<file path="src/rtl/uart_host_seq.sv">
// Register-bus initiator for the UART peripheral: programs it after reset, then moves
// client TX bytes into the TX FIFO and polls the RX FIFO into a one-byte holding register.
module uart_host_seq #(
  parameter logic [15:0] CLKS_PER_BIT = 16'd868,
  parameter int unsigned MAX_BURST    = 8,
  parameter int unsigned RD_LAT       = 1
) (
  input  logic        clk_i,
  input  logic        rst_ni,
  input  logic        tx_valid_i,
  input  logic [7:0]  tx_data_i,
  output logic        tx_ready_o,
  output logic        rx_valid_o,
  output logic [7:0]  rx_data_o,
  input  logic        rx_ready_i,
  output logic        busy_o,
  output logic        ren_o,
  output logic        we_o,
  output logic [7:0]  addr_o,
  output logic [31:0] wdata_o,
  input  logic [31:0] rdata_i,
  input  logic        intr_tx_i,
  input  logic        intr_rx_i
);

  typedef enum logic [3:0] {
    S_CFG_CPB, S_CFG_RXB, S_CFG_RXEN, S_IDLE, S_RX_SIZE,
    S_RX_READ, S_TX_LOAD, S_TX_INIT, S_TX_EN, S_TX_WAIT
  } state_e;

  localparam logic [7:0] ADDR_CPB    = 8'd0;
  localparam logic [7:0] ADDR_TXD    = 8'd4;
  localparam logic [7:0] ADDR_RXD    = 8'd8;
  localparam logic [7:0] ADDR_RXEN   = 8'd12;
  localparam logic [7:0] ADDR_TXEN   = 8'd16;
  localparam logic [7:0] ADDR_TXINIT = 8'd28;
  localparam logic [7:0] ADDR_RXSZ   = 8'd52;
  localparam logic [7:0] ADDR_RXIRQ  = 8'd56;
  localparam logic [7:0] BURST_LAST  = 8'(MAX_BURST - 1);

  state_e      state_q, state_d;
  logic        run_q;
  logic [7:0]  cnt_q, cnt_d;
  logic        poll_q, poll_d;
  logic [5:0]  tmr_q;
  logic        rd_wait_q, rd_wait_d;
  logic        hold_v_q, hold_v_d;
  logic [7:0]  hold_q, hold_d;
  logic        rd_sample;
  logic        poll_set;
  logic        rx_take;
  logic [23:0] unused_rdata;

  assign unused_rdata = rdata_i[31:8];
  // With RD_LAT=1 the read strobe cycle is followed by one sampling cycle.
  assign rd_sample  = (RD_LAT == 0) ? 1'b1 : rd_wait_q;
  assign poll_set   = intr_rx_i | (tmr_q == '1);
  assign rx_take    = hold_v_q & rx_ready_i;
  assign rx_valid_o = hold_v_q;
  assign rx_data_o  = hold_q;
  assign busy_o     = run_q & (state_q != S_IDLE);

  // Outputs stay at zero until the first edge after reset release.
  always_ff @(posedge clk_i or negedge rst_ni) begin
    if (!rst_ni) begin
      state_q   <= S_CFG_CPB;
      run_q     <= 1'b0;
      cnt_q     <= '0;
      poll_q    <= 1'b0;
      tmr_q     <= '0;
      rd_wait_q <= 1'b0;
      hold_v_q  <= 1'b0;
      hold_q    <= '0;
    end else begin
      state_q   <= state_d;
      run_q     <= 1'b1;
      cnt_q     <= cnt_d;
      poll_q    <= poll_d;
      tmr_q     <= tmr_q + 6'd1;
      rd_wait_q <= rd_wait_d;
      hold_v_q  <= hold_v_d;
      hold_q    <= hold_d;
    end
  end

  always_comb begin
    state_d    = state_q;
    cnt_d      = cnt_q;
    poll_d     = poll_q | poll_set;
    rd_wait_d  = rd_wait_q;
    hold_v_d   = hold_v_q & ~rx_ready_i;
    hold_d     = rx_take ? '0 : hold_q;
    ren_o      = 1'b0;
    we_o       = 1'b0;
    addr_o     = '0;
    wdata_o    = '0;
    tx_ready_o = 1'b0;
    if (run_q) begin
      case (state_q)
        S_CFG_CPB: begin
          we_o    = 1'b1;
          addr_o  = ADDR_CPB;
          wdata_o = {16'b0, CLKS_PER_BIT};
          state_d = S_CFG_RXB;
        end
        S_CFG_RXB: begin
          we_o    = 1'b1;
          addr_o  = ADDR_RXIRQ;
          wdata_o = 32'd1;
          state_d = S_CFG_RXEN;
        end
        S_CFG_RXEN: begin
          we_o    = 1'b1;
          addr_o  = ADDR_RXEN;
          wdata_o = 32'd1;
          state_d = S_IDLE;
        end
        S_IDLE: begin
          if (!hold_v_q && poll_q) state_d = S_RX_SIZE;
          else if (tx_valid_i)     state_d = S_TX_LOAD;
        end
        S_RX_SIZE: begin
          if (!rd_wait_q) begin
            ren_o  = 1'b1;
            addr_o = ADDR_RXSZ;
          end
          if (rd_sample) begin
            rd_wait_d = 1'b0;
            if (rdata_i[7:0] == 8'd0) begin
              state_d = S_IDLE;
              poll_d  = poll_set;
            end else begin
              state_d = S_RX_READ;
            end
          end else begin
            rd_wait_d = 1'b1;
          end
        end
        S_RX_READ: begin
          if (!rd_wait_q) begin
            ren_o  = 1'b1;
            addr_o = ADDR_RXD;
          end
          if (rd_sample) begin
            rd_wait_d = 1'b0;
            hold_d    = rdata_i[7:0];
            hold_v_d  = 1'b1;
            state_d   = S_IDLE;
          end else begin
            rd_wait_d = 1'b1;
          end
        end
        S_TX_LOAD: begin
          tx_ready_o = 1'b1;
          if (tx_valid_i) begin
            we_o    = 1'b1;
            addr_o  = ADDR_TXD;
            wdata_o = {24'b0, tx_data_i};
            cnt_d   = cnt_q + 8'd1;
            if (cnt_q == BURST_LAST) state_d = S_TX_INIT;
          end else if (cnt_q != 8'd0) begin
            state_d = S_TX_INIT;
          end else begin
            state_d = S_IDLE;
          end
        end
        S_TX_INIT: begin
          we_o    = 1'b1;
          addr_o  = ADDR_TXINIT;
          wdata_o = 32'd1;
          state_d = S_TX_EN;
        end
        S_TX_EN: begin
          we_o    = 1'b1;
          addr_o  = ADDR_TXEN;
          wdata_o = 32'd1;
          state_d = S_TX_WAIT;
        end
        S_TX_WAIT: begin
          if (intr_tx_i) begin
            cnt_d   = '0;
            state_d = S_IDLE;
          end
        end
        default: state_d = S_IDLE;
      endcase
    end
  end

endmodule

</file>
<file path="config.mk">
export PLATFORM = sky130hd
export DESIGN_NAME = uart_host_seq
export DESIGN_NICKNAME = d
export VERILOG_FILES = /design/src/rtl/uart_host_seq.sv
export SDC_FILE = /design/constraint.sdc
export NUM_CORES = 1
export LEC_CHECK = 0
export ABC_AREA = 1
export ABC_CLOCK_PERIOD_IN_PS = 1550
export CAP_MARGIN = 10
export CORE_ASPECT_RATIO = 0.75
export CORE_MARGIN = 2
export CORE_UTILIZATION = 42
export CTS_BUF_LIST = sky130_fd_sc_hd__clkbuf_4 sky130_fd_sc_hd__clkbuf_8
export DETAILED_ROUTE_END_ITERATION = 10
export PLACE_DENSITY = 0.8
export SYNTH_ARGS = -nofsm -noshare
export SYNTH_HDL_FRONTEND = slang
export SYNTH_SLANG_ARGS = --single-unit
</file>
<file path="constraint.sdc">
create_clock -name clk_i -period 1.55 [get_ports clk_i]
set_input_delay 0.31 -clock clk_i [delete_from_list [all_inputs] [get_ports clk_i]]
set_output_delay 0.31 -clock clk_i [all_outputs]
set_load 0.02 [all_outputs]
</file>
======== After elaboration in Yosys (flattened, before gate mapping) ========
Index checks and enable logic that the tools add are counted.
word-level totals
  flip-flop bits (word level) ............. 30
  bits of input ports ..................... 46
  output and inout port bits .............. 53
  word-level logic and storage cells ...... 86
operators by class
  add/subtract/negate cells ............... 2
  equality and inequality tests ........... 18
  mux-type cells .......................... 40
  bitwise operators ....................... 6
  reduce and logical (&&, ||, !) cells .... 12
operators by type and width
  operator                                                               number
  8-bit two-way mux                                                      7
  6-bit one-hot mux with 7 select lines                                  1
  4-bit one-hot mux with 9 select lines                                  1
  4-bit two-way mux                                                      8
  10-bit one-hot mux with 3 select lines                                 1
  4-bit by 3-bit equality test with 1-bit output, second input constant  4
  8-bit one-hot mux with 2 select lines                                  1
  1-bit two-way mux                                                      14
  6-bit two-way mux                                                      2
  10-bit two-way mux                                                     1
  3-bit two-way mux                                                      3
  8-bit by 1-bit adder with 8-bit output, second input constant          1
  4-bit by 2-bit equality test with 1-bit output, second input constant  2
  4-bit equality test, second input constant                             2
  8-bit by 3-bit equality test with 1-bit output, second input constant  1
  8-bit logical NOT                                                      1
  2-bit inequality test, second input constant                           4
  8-bit nonzero test                                                     1
  6-bit by 1-bit adder with 6-bit output, second input constant          1
  6-bit equality test, second input constant                             1
  3-bit inequality test, second input constant                           2
  6-bit AND reduction                                                    1
  5-bit OR reduction                                                     1
  4-bit by 1-bit equality test with 1-bit output, second input constant  1
  other kinds (13)                                                       16

======== Logic depth before layout (Yosys ltp) ========
  word-level depth ........................ 7
  gate-level depth with buffers ........... 9

======== Least setup slack after synthesis ========
No wires, ideal clock.
  path type ............................... reg2out
  from .................................... register state_q[1]
  to ...................................... output wdata_o[1]
  arrival time ............................ 1350 ps
  data required time ...................... 1240 ps
  path slack .............................. -110 ps
  cell stages (with the launch flop) ...... 9
  buffers on the path ..................... 0
  cells stage by stage .................... dfrtp_1 inv_2 nor2_1 nand2_1 inv_1 nand2_1 inv_2 nand2_1 nor2_1
on the way
  longest elaborated chain between the ends .. 4
ends and longest elaborated chain
  item                                         line  source
  start: declaration                           41    state_e state_q, state_d;
  start signal: assignment                     75    state_q <= state_d;
  4-bit equality test (tied with other cells)  99    case (state_q)
  4-bit OR reduction (no line)                 -
  10-bit one-hot mux with 3 select lines (*)   99
  10-bit two-way mux (*)                       98    if (run_q) begin
  end: declaration                             20    output logic [31:0] wdata_o,
Mark *: on every way between the ends. The rest lies on a longest branch, timed or not.

======== Worst setup path in the final report ========
  from .................................... register state_q[3]
  to ...................................... output addr_o[4]
on the way
  longest elaborated chain between the ends .. 3
ends and longest elaborated chain
  item                                         line  source
  4-bit equality test (tied with other cells)  99
  6-bit one-hot mux with 7 select lines (*)    99
  6-bit two-way mux (*)                        98
  end: declaration                             19    output logic [7:0] addr_o,
Marked as above.

==> impl_metrics.yaml <==
die:
  dieArea_mm2: 0.005498
  die_h_um: 64.72
  die_w_um: 84.96
  start_util: 0.4286
  rows: 22
  io_pins: 99
  coreArea_mm2: 0.004817
global_routing:
  grt_pass1_wl_mm: 9.425
  first_global_vias: 2090
  grt_usage: 0.2179
  grt_max_degree: 31
  antenna_found_initial: 0
  overflow: 0
setup_path:
  crit_path_end: "addr_o[4]"
  critical_path_depth: 8
  r2r_start: "state_q[2]"
  max_stage_delay_ns: 0.48
  crit_family: "flip-flops"
  arrival_ns: 1.65
  critPathMaxFanout: 5
  crit_required_ns: 1.24
  r2r_setup_slack_ns: -0.08
  crit_buf_inv: 3
  r2r_cells: 10
  worstSetupPathType: "reg -> out"
  end_kind: "primary output"
  startpoint: "state_q[3]"
  crit_chain: "inv_2, nand2_2, nor2_2, nand2_2, nand2_1, inv_2, a21oi_2, buf_6"
  worstReg2RegEnd: "state_q[2]"
  startpoint_type: "flip-flop"
  critical_path.slowest_cell: "dfrtp_2"
logic_synthesis:
  syn-mean-instance-area_um2: 6.975
  synth_top_area_share: 0.3636
  synthCells: 296
  ys_ff_latch: 30
  synth_area_leaders: "dfrtp_1 (36%), nand2_1 (13%), buf_4 (9.8%)"
  ys_seq_area_frac: 0.3636
  post_synth_xor_area_fraction: 0.02970
  yosys.area_share.simple: 0.3273
  yosysWarningCount: 0
  netlist_area_mm2: 0.002064
  synth_top_family_by_area: "simple AND/OR/NAND/NOR gates"
  synth_mux_area_frac: 0
  synth_top_cell_by_area: "dfrtp_1"
  synth_compound_area_frac: 0.07697
  synth_adder_area_share: 0.01818
  synth_cell_type_count: 27
timing:
  drv_slew: 0
  rsz0062_at_grt: "true"
  setup_viol: 29
  fmax_mhz: 509.5
  period_share: 1.266
  fin_skew_ns: 0.01366
  hold_viol: 0
  period_needed_ns: 1.963
  finalWorstSetupSlack_ns: -0.4126
cts:
  clock_latency_ns: 0.29
  htreeDepth: 2
  clock_path_buffers: 2
  clk_pin_slew_ns: 0.07
  cts_buffers: 5
  cts_sinks: 30
  cts_tree: "yes"
  root_buffer: "clkbuf_8"
outcome:
  violations: "setup timing"
  status: "finished, violations left"
layout:
  design_area_mm2: 0.003332
  fill_cells: 326
  final_layout_size_suffix_gt1_frac: 0.4045
  final_core_util: 0.6917
  finalNonFillerCells: 463
  fin_nets: 451
  area_delta_synth_final_pct: 61.39
  final_cell_mix: "buf_4 (51), nand2_1 (43), inv_1 (31)"
  antennaDiodeCount: 0
  final_common_cell: "buf_4"
route:
  drc: 0
  finalWirelength_mm: 7.150
  post_drt_wl_per_cell_um: 15.44
  vias: 2441
  ant_nets: 0
  viasPerCell: 5.272
  drt_iter0_drc: 183
  drtPass1Iterations: 5
placed_design:
  dp_cells: 438
  routabilityCongestion: 0.9069
  post_dp_cell_area_mm2: 0.002844
  place_hpwl_mm: 3.998
  post-place-ws_ns: -0.6298
  numPortBuffers: 48
flow_run:
  drv_cap: 0
min_path:
  min_path_type: "in -> async"
power_and_ir_drop:
  p_leak_nw: 1.785
  vdd_drop_max_uv: 902.1
  power_per_cell_area_mw_per_mm2: 1560
## layer usage
| layer | share of wire | GRT usage | vias up |
|---|---|---|---|
| met5 | 0 | 0 | - |
| met4 | 0.048 | 0.08929 | 0 |
| met3 | 0.075 | 0.05350 | 42 |
| met2 | 0.51 | 0.3779 | 154 |
| met1 | 0.36 | 0.2592 | 1165 |
| li1 | - | - | 1080 |
## sequential cells by signal, summed over array words and instances (netlist names)
name,cells
poll_q,1
rx_valid_o,1
state_q,4
run_q,1
rd_sample,1
cnt_q,8
rx_data_o,8
tmr_q,6
## cell type report
| class | count | area [um2] | area share |
|---|---|---|---|
| Multi-Input combinational cell | 220 | 1329 | 0.3988 |
| Clock buffer | 7 | 90.09 | 0.02704 |
| Sequential cell | 30 | 753.2 | 0.2261 |
| Timing Repair Buffer | 103 | 907.1 | 0.2722 |
| Clock inverter | 1 | 5.005 | 0.001502 |
| Inverter | 42 | 172.7 | 0.05182 |
| Tap cell | 60 | 75.07 | 0.02253 |
## Yosys cell counts, drive strengths merged
| cell | n |
|---|---|
| and2 | 1 |
| a41oi | 1 |
| nand4 | 3 |
| inv | 42 |
| nand2 | 76 |
| o21ai | 18 |
| conb | 2 |
| clkbuf | 2 |
| nand3 | 26 |
| nor3 | 2 |
| xor2 | 7 |
| a21oi | 9 |
| o21bai | 1 |
| ha | 3 |
| buf | 28 |
| dfrtp | 30 |
| o211ai | 1 |
| nand3b | 1 |
| nor2 | 43 |
## report_power, final
part / leakage [nW] / total, mW / switching, mW / internal [mW]
registers: 0.369 / 1.28 / 0.264 / 1.02
logic: 1.36 / 3.23 / 1.85 / 1.38
clock network: 0.0517 / 0.687 / 0.312 / 0.376
total: 1.78 / 5.20 / 2.43 / 2.77
## cells by family after synthesis
group | count (synthesis)
AOI/OAI and AO/OA | 30
xor gates and xnor gates | 7
adders and majority gates | 3
buffers and inverters | 72
DFF | 30
other | 2
and+or+nand+nor | 152
## through the flow
stage	total power, mW	TNS, ns	hold WS [ns]
CTS	4.712	-4.452	0.4166
detailed placement	3.799	-9.785	0.4575
floorplan	2.672	-0.001543	0.01441
global placement	3.721	-8.773	0.4375
global route	5.452	-7.896	0.4428
finish	5.198	-6.313	0.4039
## worst register-to-register path, cell delays in order (launching register included)
cell	delay, ns
dfrtp_1	0.43
buf_4	0.16
nand2_2	0.10
nor2_2	0.07
buf_4	0.13
buf_4	0.14
buf_4	0.13
o21ai_0	0.10
nand3_1	0.12
nand2_1	0.10
nand2_1	0.06
## worst min path at each step
stage	depth (start not counted)	start	end
final	2	rst_ni	cnt_q[1]
after global routing	2	rst_ni	cnt_q[2]
after CTS	2	rst_ni	cnt_q[0]
after detailed placement	1	tmr_q[0]	tmr_q[0]
after global placement	1	tmr_q[0]	tmr_q[0]
after floorplan	0	rst_ni	cnt_q[0]
## timing repair
action | CTS | global route
hold buffers | 0 | 0
setup buffers | 7 | 9
resized for setup | 139 | 53
endpoints found under the setup margin | 33 | 41
pin swaps | 11 | 23
cloned | 0 | 1
(Power assumes the default switching activity.)
